### src/rtl/cd_spi_csr_pkg.sv
// Shared types and constants for the cd_spi_csr SPI-to-CSR bridge.
package cd_spi_csr_pkg;

    typedef enum logic [1:0] {
        ST_IDLE = 2'd0,
        ST_CMD  = 2'd1,
        ST_DATA = 2'd2
    } state_t;

    localparam int CMD_WR_BIT   = 7;
    localparam int CMD_ADDR_MSB = 4;

    localparam logic [4:0] REG_RX = 5'h14;
    localparam logic [4:0] REG_TX = 5'h15;

    // FIFO ports keep their address so a frame can stream many bytes through them.
    function automatic logic addr_is_stream(input logic [4:0] addr);
        return (addr == REG_RX) || (addr == REG_TX);
    endfunction

endpackage

### src/rtl/cd_sync.sv
// Reset-valued flop chain that brings one asynchronous SPI pin into the clk domain.
module cd_sync #(
    parameter int   SYNC_STAGES = 2,
    parameter logic RST_VAL     = 1'b0
) (
    input  logic clk,
    input  logic reset_n,
    input  logic d,
    output logic q
);

    logic [SYNC_STAGES-1:0] chain;

    always_ff @(posedge clk or negedge reset_n) begin
        if (!reset_n) begin
            chain <= {SYNC_STAGES{RST_VAL}};
        end else begin
            chain <= {chain[SYNC_STAGES-2:0], d};
        end
    end

    assign q = chain[SYNC_STAGES-1];

endmodule

### src/rtl/cd_spi_csr.sv
// SPI mode-0 slave that turns host frames into single-cycle CSR reads/writes.
// Optional feature: define CD_SPI_ADDR_INC_EN to auto-increment the address per data byte.
module cd_spi_csr
    import cd_spi_csr_pkg::*;
#(
    parameter int SYNC_STAGES = 2
) (
    input  logic       clk,
    input  logic       reset_n,
    input  logic       sck,
    input  logic       nss,
    input  logic       mosi,
    output logic       miso,
    output logic       miso_oe,
    output logic [4:0] csr_address,
    output logic       csr_read,
    input  logic [7:0] csr_readdata,
    output logic       csr_write,
    output logic [7:0] csr_writedata
);

    localparam logic [2:0] FLUSH_DONE = 3'(SYNC_STAGES + 1);

    logic       sck_s, nss_s, mosi_s;
    logic       sck_d, nss_d;
    logic       armed;
    logic [2:0] flush_cnt;
    state_t     state;
    logic [2:0] bit_cnt;
    logic [7:0] shift_in;
    logic [7:0] shift_out;
    logic       is_wr;
    logic [7:0] byte_in;
    logic       sck_rise, sck_fall, nss_rise, nss_fall;

    cd_sync #(.SYNC_STAGES(SYNC_STAGES), .RST_VAL(1'b0)) u_sync_sck (
        .clk(clk), .reset_n(reset_n), .d(sck), .q(sck_s));
    cd_sync #(.SYNC_STAGES(SYNC_STAGES), .RST_VAL(1'b1)) u_sync_nss (
        .clk(clk), .reset_n(reset_n), .d(nss), .q(nss_s));
    cd_sync #(.SYNC_STAGES(SYNC_STAGES), .RST_VAL(1'b0)) u_sync_mosi (
        .clk(clk), .reset_n(reset_n), .d(mosi), .q(mosi_s));

    assign sck_rise = sck_s & ~sck_d;
    assign sck_fall = ~sck_s & sck_d;
    assign nss_rise = nss_s & ~nss_d;
    assign nss_fall = ~nss_s & nss_d;
    assign byte_in  = {shift_in[6:0], mosi_s};
    assign miso_oe  = ~nss_s;

    always_comb begin
        miso = 1'b0;
        if (state == ST_DATA && !is_wr) begin
            miso = (bit_cnt == 3'd0) ? csr_readdata[7] : shift_out[7];
        end
    end

    // The synchroniser reset value looks like nss high; a pin held low through reset
    // would fake a fall, so frames are only accepted once a real nss high has been seen.
    always_ff @(posedge clk or negedge reset_n) begin
        if (!reset_n) begin
            sck_d         <= 1'b0;
            nss_d         <= 1'b1;
            armed         <= 1'b0;
            flush_cnt     <= 3'd0;
            state         <= ST_IDLE;
            bit_cnt       <= 3'd0;
            shift_in      <= 8'h00;
            shift_out     <= 8'h00;
            is_wr         <= 1'b0;
            csr_address   <= 5'h00;
            csr_read      <= 1'b0;
            csr_write     <= 1'b0;
            csr_writedata <= 8'h00;
        end else begin
            sck_d     <= sck_s;
            nss_d     <= nss_s;
            csr_read  <= 1'b0;
            csr_write <= 1'b0;

            if (flush_cnt != FLUSH_DONE) begin
                flush_cnt <= flush_cnt + 3'd1;
            end else if (nss_d) begin
                armed <= 1'b1;
            end

`ifdef CD_SPI_ADDR_INC_EN
            if ((csr_read || csr_write) && !addr_is_stream(csr_address)) begin
                csr_address <= csr_address + 5'd1;
            end
`endif

            if (nss_rise) begin
                state   <= ST_IDLE;
                bit_cnt <= 3'd0;
            end else begin
                case (state)
                    ST_IDLE: begin
                        if (nss_fall && armed) begin
                            state   <= ST_CMD;
                            bit_cnt <= 3'd0;
                        end
                    end
                    ST_CMD: begin
                        if (sck_rise) begin
                            shift_in <= byte_in;
                            bit_cnt  <= bit_cnt + 3'd1;
                            if (bit_cnt == 3'd7) begin
                                state       <= ST_DATA;
                                csr_address <= byte_in[CMD_ADDR_MSB:0];
                                is_wr       <= byte_in[CMD_WR_BIT];
                            end
                        end
                    end
                    ST_DATA: begin
                        if (sck_rise) begin
                            shift_in <= byte_in;
                            bit_cnt  <= bit_cnt + 3'd1;
                            if (is_wr && bit_cnt == 3'd7) begin
                                csr_write     <= 1'b1;
                                csr_writedata <= byte_in;
                            end
                            // Capture read data in the same cycle the strobe is launched.
                            if (!is_wr && bit_cnt == 3'd0) begin
                                csr_read  <= 1'b1;
                                shift_out <= csr_readdata;
                            end
                        end else if (sck_fall && !is_wr) begin
                            shift_out <= {shift_out[6:0], 1'b0};
                        end
                    end
                    default: state <= ST_IDLE;
                endcase
            end
        end
    end

endmodule

### config.mk
export PLATFORM = sky130hd
export DESIGN_NAME = cd_spi_csr
export DESIGN_NICKNAME = d
export VERILOG_FILES = /design/src/rtl/cd_spi_csr_pkg.sv /design/src/rtl/cd_sync.sv /design/src/rtl/cd_spi_csr.sv
export SDC_FILE = /design/constraint.sdc
export NUM_CORES = 1
export LEC_CHECK = 0
export ABC_AREA = 0
export CELL_PAD_IN_SITES_DETAIL_PLACEMENT = 1
export CELL_PAD_IN_SITES_GLOBAL_PLACEMENT = 1
export CORE_ASPECT_RATIO = 1.2
export CORE_UTILIZATION = 43
export DETAILED_ROUTE_END_ITERATION = 7
export PLACE_DENSITY = 0.77
export SETUP_SLACK_MARGIN = 0.2
export SLEW_MARGIN = 0
export SYNTH_ARGS = -nofsm -noshare
export SYNTH_HDL_FRONTEND = slang
export SYNTH_SLANG_ARGS = --single-unit
### constraint.sdc
create_clock -name clk -period 2.2 [get_ports clk]
set_input_delay 0.22 -clock clk [delete_from_list [all_inputs] [get_ports clk]]
set_output_delay 0.22 -clock clk [all_outputs]
set_load 0.005 [all_outputs]
==> reports/metrics.csv, run 1 <==
metric;value;unit
YS warnings;0;
largest net degree at the start of global routing;49;
area grow syn2layout;24.1;%
GRT Overall Usage;0.175;
Data arrival, critical path;2.08;ns
hold_ws;-0.00449;ns
DR vias/cell;5.07;
fmax;527;MHz
Area contributors post-synth;dfrtp_1 (55%), mux2_2 (13%), ha_1 (6.1%);
Final Cycle Share;0.862;
Boundary Pins;30;
root buf cell;clkbuf_8;
Routed WL;3830;um
ANT cells;0;
Pwr Density;900;mW/mm^2
Final ANT Viol Nets;0;
Worst-Margin Slew;0.601;ns
hold_buf cts;0;
Setup Skew;0.00957;ns
failing checks;negative hold slack;
Post-synth EDFFs;0;
fin. max-slew vios;0;
Hold Path Class;primary input to async pin;
final setup TNS;0;ns
layout cell share with drive strength beyond 1;0.286;
vias after detailed routing;1267;
Mapped Nets;175;
Critical Path Fanout Max;3;
clk_lat worst skew;0.30;ns
Die X;65.2;um
vias in the first global route;1425;
most frequent cell after synthesis;dfrtp_1;
die area;0.00507;mm^2
total global routing overflow;0;
final hold vios;1;
Iter 0 DRT Violations;51;
# H-tree levels;2;
fraction of registers with async set/reset;1.00;
routability cong.;0.814;
required time worst endpoint;2.38;ns
core area;0.00459;mm^2
Max VDD drop;452;uV
wire per inst;15.3;um
Synth cell types;30;
status;finished, violations left;
syn_area_per_cell;13.5;um^2
most frequent cells after synthesis;dfrtp_1 (45), mux2_2 (23), nand2_1 (12);
max-cap violations;0;
ys flop type;dfrtp_1;
PortBufs;29;
Critical Path Sink Type;flop;
CTS clk-pin slew, worst paths;0.09;ns
CTS tree;yes;
FF+latch count, synth;48;
CP startpoint kind;flop;
Synth top area share;0.547;
first-pass GRT wire length;6640;um
Num CTS Buffers;5;
Syn Std Cell Area;0.00206;mm^2
Seq/Total Area, Yosys;0.585;
critical path class;flop to flop;
row count;27;
Initial Utilization;0.448;
Setup-failing EPs final;0;
Multi-input gate area;828;um^2
DR pass1 iterations;4;
FILL cells;484;
max_slew headroom;0.599;
leakage power;1.21;nW
die height;77.8;um
number of remaining DRC errors;0;
CTS max path bufs;2;
RSZ-0062 raised after global routing;no;
clock sinks;48;
sequential cell area;0.00120;mm^2
min Tclk post-route;1.90;ns
Final #Nets;214;
initial antenna violation count;0;
hpwl dp;2710;um
post-synthesis cell count;152;
biggest area consumer among synthesized cells;dfrtp_1;
==> per-layer routing <==
| layer | vias to the layer above | track usage | part of all wire |
|---|---|---|---|
| li1 | 598 | - | - |
| met1 | 642 | 0.207 | 0.42 |
| met2 | 23 | 0.300 | 0.54 |
| met3 | 4 | 0.0456 | 0.030 |
| met4 | 0 | 0.0652 | 0.011 |
| met5 | - | 0 | 0 |
==> timing repair <==
action / CTS / global route
gates cloned: 0 / 0
setup endpoints to repair: 1 / 1
buffers inserted: 2 / 1
gates resized for setup: 5 / 1
==> final cells by class <==
cell class,count,share of cell area
Tap cell,58,0.0284
Clock inverter,1,0.00294
Clock buffer,7,0.0338
Multi-Input combinational cell,94,0.324
Inverter,8,0.0118
Timing Repair Buffer,34,0.127
Sequential cell,48,0.472
==> report_power, final <==
group          leakage [nW]  internal [mW]  total [mW]  switching, mW
combinational         0.556          0.298       0.587          0.289
clock                0.0445          0.256       0.536          0.280
sequential            0.608           1.05        1.18          0.124
==> flip-flops by register name (all words and copies together) (netlist names) <==
| register | count |
|---|---|
| state | 2 |
| bit_cnt | 3 |
| flush_cnt | 3 |
| csr_write | 1 |
| csr_read | 1 |
| shift_out | 8 |
| csr_writedata | 8 |
| u_sync_mosi.chain | 2 |
| u_sync_sck.chain | 2 |
| armed | 1 |
| u_sync_nss.chain | 2 |
| is_wr | 1 |
| sck_d | 1 |
| shift_in | 7 |
| csr_address | 5 |
| nss_d | 1 |
==> path summary, 6_finish.rpt <==
check	from	to	slack (ns)	depth (start not counted)
max	bit_cnt[0]$_DFFE_PN0P_	state[0]$_DFFE_PN0P_	0.30	8
min	reset_n	bit_cnt[0]$_DFFE_PN0P_	-0.004	2
max reg2reg	bit_cnt[0]$_DFFE_PN0P_	state[0]$_DFFE_PN0P_	0.30	8
min reg2reg	u_sync_sck.chain[0]$_DFF_PN0_	u_sync_sck.chain[1]$_DFF_PN0_	0.36	0
max in group asynchronous	reset_n	shift_in[6]$_DFFE_PN0P_	1.78	2
min in group clk	nss	u_sync_nss.chain[0]$_DFF_PN1_	0.33	1
==> worst max-delay path, cell delays in order (launching register included) <==
cell and delay [ns]:
dfrtp_1 0.40, buf_4 0.13, buf_4 0.12, ha_1 0.18, ha_1 0.26, inv_1 0.08
o211ai_1 0.11, and3_2 0.23, a22o_2 0.26
==> cells in the final DEF, fill, tap and decap left out, drive strengths merged, types with 2 or more instances in the layout <==
cell	count
clkdlybuf4s50	27
buf	6
nand3	4
nand2	13
ha	10
nor2	4
nand2b	5
a22o	2
mux2i	10
o21ai	10
inv	8
nor2b	2
mux2	23
dfrtp	45
clkbuf	7
dfstp	3
and3	2
o211ai	2
==> through the flow <==
stage / cell area, um^2 / power, mW / worst slack, ns / std cells / utilization
floorplan: 2060 / 1.57 / 0.602 / 152 / -
global placement: 2420 / 1.69 / 0.500 / 239 / 0.527
detailed placement: 2420 / 1.75 / 0.434 / 239 / 0.527
CTS: 2540 / 2.33 / 0.200 / 249 / 0.554
global route: 2550 / 2.46 / 0.236 / 250 / 0.556
finish: 2550 / 2.30 / 0.304 / 250 / 0.556
==> kinds of logic after synthesis <==
logic type | count (synthesis) | synth area share
flops | 48 | 0.585
mux | 33 | 0.174
buf+inv | 10 | 0.0194
compound gates | 17 | 0.0565
xor+xnor | 1 | 0.00426
simple gates | 33 | 0.0991
fa+ha+maj | 10 | 0.0608
(Power assumes the default switching activity.)
==> run 2, diff against run 1 <==
--- a/config.mk
+++ b/config.mk
@@ -13,7 +13,7 @@
 export DETAILED_ROUTE_END_ITERATION = 7
 export PLACE_DENSITY = 0.77
 export SETUP_SLACK_MARGIN = 0.2
-export SLEW_MARGIN = 0
+export SLEW_MARGIN = 20
 export SYNTH_ARGS = -nofsm -noshare
 export SYNTH_HDL_FRONTEND = slang
 export SYNTH_SLANG_ARGS = --single-unit
==> results of run 2 <==
No change in the layout: final DEF, timing and power equal those of run 1.
==> run 3, diff against run 2 <==
--- a/config.mk
+++ b/config.mk
@@ -9,9 +9,9 @@
 export CELL_PAD_IN_SITES_DETAIL_PLACEMENT = 1
 export CELL_PAD_IN_SITES_GLOBAL_PLACEMENT = 1
 export CORE_ASPECT_RATIO = 1.2
-export CORE_UTILIZATION = 43
+export CORE_UTILIZATION = 39
 export DETAILED_ROUTE_END_ITERATION = 7
-export PLACE_DENSITY = 0.77
+export PLACE_DENSITY = 0.73
 export SETUP_SLACK_MARGIN = 0.2
 export SLEW_MARGIN = 20
 export SYNTH_ARGS = -nofsm -noshare
==> constraint.sdc (replaced) <==
create_clock -name clk -period 1.6 [get_ports clk]
set_input_delay 0.16 -clock clk [delete_from_list [all_inputs] [get_ports clk]]
set_output_delay 0.16 -clock clk [all_outputs]
set_load 0.005 [all_outputs]
==> run 3 against run 2 <==
Largest power group unchanged. Register-to-register slack got worse by 0.27 ns. Die area increased by 10%. Largest cell class unchanged. Highest routed layer unchanged. Flip-flop and latch count unchanged. Core utilization increased by 3.0 points. The flow now finishes without violations.
==> reports/metrics.csv, run 3 (synthesis results as in run 1) <==
metric;value;unit;change
status;finished clean;;
Post-DP Area;0.00256;mm^2;+5.6%
vias after detailed routing;1393;;+9.9%
Pwr Density;1230;mW/mm^2;+37%
wire per inst;17.8;um;+16%
required time worst endpoint;1.79;ns;-0.59 ns
final hold vios;0;;-1
commonest non-fill, non-tap cell in the layout;dfrtp_1;;
most frequent cells in the layout;dfrtp_1 (45), clkdlybuf4s50_1 (26), buf_4 (16);;
combinational fraction of design power;0.308;;+0.053
switching power;1.12;mW;+61%
Initial Utilization;0.411;;-0.0371
area grow syn2layout;42.6;%;
leakage power;1.39;nW;+15%
biggest regs;csr_writedata x8, shift_out x8, shift_in x7;;
Routed WL;4860;um;+27%
DR vias/cell;5.10;;+0.68%
CP startpoint kind;flop;;
max_slew headroom;0.690;;+0.0909
Net Sw Frac;0.309;;+0.00767
die area;0.00557;mm^2;+10%
GRT Overall Usage;0.197;;+0.0226
CTS clk-pin slew, worst paths;0.09;ns;about the same
Flop pwr share;0.450;;-0.062
Int Power;2.50;mW;+56%
Reg2Reg Launch Point;state[1]$_DFFE_PN0P_;;
largest net degree at the start of global routing;33;;-33%
Boundary Pins;30;;unchanged
Worst-Margin Slew;0.465;ns;-0.136 ns
CTS tree;yes;;
fmax;640;MHz;+21%
critical path class;flop to flop;;
PortBufs;29;;unchanged
Setup crit start;state[1]$_DFFE_PN0P_;;
part of the power in the clock network;0.241;;+0.008
Data arrival, critical path;1.76;ns;-0.32 ns
clk_lat worst skew;0.30;ns;about the same
row count;28;;+3.7%
core area;0.00501;mm^2;+9.0%
slowest stage cell, crit path;dfrtp_1;;
Final #Nets;235;;+9.8%
Setup Skew;0.00656;ns;-0.00300 ns
CP max stage delay;0.45;ns;+0.05 ns
Critical Path Sink Type;flop;;
cells on worst reg2reg path;6;;-2
RSZ-0062 raised after global routing;yes;;
Die X;68.3;um;+4.8%
total global routing overflow;0;;unchanged
Num CTS Buffers;5;;unchanged
final setup TNS;0;ns;unchanged
Critical Path Fanout Max;4;;+1
number of remaining DRC errors;0;;unchanged
DR pass1 iterations;4;;unchanged
Iter 0 DRT Violations;73;;+43%
reg2reg setup slack;0.04;ns;-0.27 ns
Final Cycle Share;0.977;;+0.115
hpwl dp;3080;um;+13%
critical-path cell list;inv_2 -> ha_4 -> nor2_1 -> a21oi_1 -> o21ai_2 -> mux2_4;;
Setup crit end;bit_cnt[2]$_DFFE_PN0P_;;
Core Util, Final;0.586;;+0.0296
initial antenna violation count;0;;unchanged
layout cell share with drive strength beyond 1;0.423;;+0.136
min Tclk post-route;1.56;ns;-0.333 ns
first-pass GRT wire length;7970;um;+20%
FILL cells;488;;+0.83%
Setup-failing EPs final;0;;unchanged
RR Endpoint;bit_cnt[2]$_DFFE_PN0P_;;
final instance area;0.00293;mm^2;+15%
CTS max path bufs;2;;unchanged
Final ANT Viol Nets;0;;unchanged
ANT cells;0;;unchanged
max-cap violations;0;;unchanged
Max VDD drop;680;uV;+50%
Hold Path Class;primary input to flop;;
vias in the first global route;1607;;+13%
die height;81.6;um;+4.9%
root buf cell;clkbuf_8;;
clock sinks;48;;unchanged
fin. max-slew vios;0;;unchanged
routability cong.;0.808;;-0.64%
# H-tree levels;2;;unchanged
-- run 3: cell count changes in the layout (fill, tap and decap cells not counted), moves of 3 or more --
cell,previous run,this run
o21ai_0,9,6
nand2b_1,5,2
inv_2,2,6
ha_1,8,5
mux2_2,23,8
ha_4,1,4
inv_1,6,2
buf_4,5,16
buf_6,0,5
nand2b_4,0,3
mux2_4,0,15
o21ai_1,0,3
-- run 3: how the worst min path moves through the flow --
stage,slack (ns),from,cells past startpoint,end
floorplan,-0.14,reset_n,0,armed$_DFFE_PN0P_
CTS,0.28,nss,1,u_sync_nss.chain[0]$_DFF_PN1_
global placement,0.13,reset_n,1,armed$_DFFE_PN0P_
finish,0.28,nss,1,u_sync_nss.chain[0]$_DFF_PN1_
global route,0.28,nss,1,u_sync_nss.chain[0]$_DFF_PN1_
detailed placement,0.14,reset_n,1,armed$_DFFE_PN0P_
-- run 3: metrics by stage --
step | worst slack [ns] | hold slack (ns) | cells | total power [mW]
after floorplan | 0.102 | -0.136 | 152 | 2.23
after global placement | 0.0241 | 0.125 | 248 | 2.48
after detailed placement | -0.0163 | 0.144 | 248 | 2.58
after CTS | 0.0423 | 0.278 | 269 | 3.58
after global routing | -0.0379 | 0.284 | 273 | 3.83
final | 0.0366 | 0.277 | 273 | 3.62
-- run 3: metal layers --
layer / vias to the layer above / GRT usage / part of all wire / wire (um)
met1: 715 / 0.254 / 0.44 / 2120
met4: 0 / 0.0646 / 0.014 / 70
met3: 6 / 0.0389 / 0.025 / 123
met5: - / 0 / 0 / 0
li1: 651 / - / - / -
met2: 21 / 0.329 / 0.52 / 2550
-- run 3: power groups by stage --
stage | Clock, mW | Combinational [mW] | Sequential [mW]
final | 0.874 | 1.12 | 1.63
after global routing | 0.931 | 1.24 | 1.67
after CTS | 0.893 | 1.07 | 1.62
after detailed placement | 0 | 0.941 | 1.64
after global placement | 0 | 0.871 | 1.61
after floorplan | 0 | 0.639 | 1.59
-- run 3: final cells by class --
class / count / area, um^2 / area share
clock buffers: 5 / 68.8 / 0.0235
clock inverters: 3 / 42.5 / 0.0145
inverters: 8 / 30.0 / 0.0102
multi-input cells: 96 / 1010 / 0.345
flip-flops and latches: 48 / 1200 / 0.411
well taps: 60 / 75.1 / 0.0256
repair buffers: 53 / 502 / 0.171
-- run 3: worst max-delay path, delay by kind of cell, from the launching register on --
kind            cells  cell delay, ns
flops               1            0.45
mux                 1            0.31
fa+ha+maj           1            0.28
compound gates      2            0.21
buf+inv             1            0.11
simple gates        1            0.09
-- run 3: repair_timing --
action,CTS,global route
buffers inserted,10,4
pin swaps,12,2
setup endpoints to repair,36,37
endpoints found under the hold margin,14,0
gates resized for setup,22,17
cloned,2,0
hold buffers,1,0
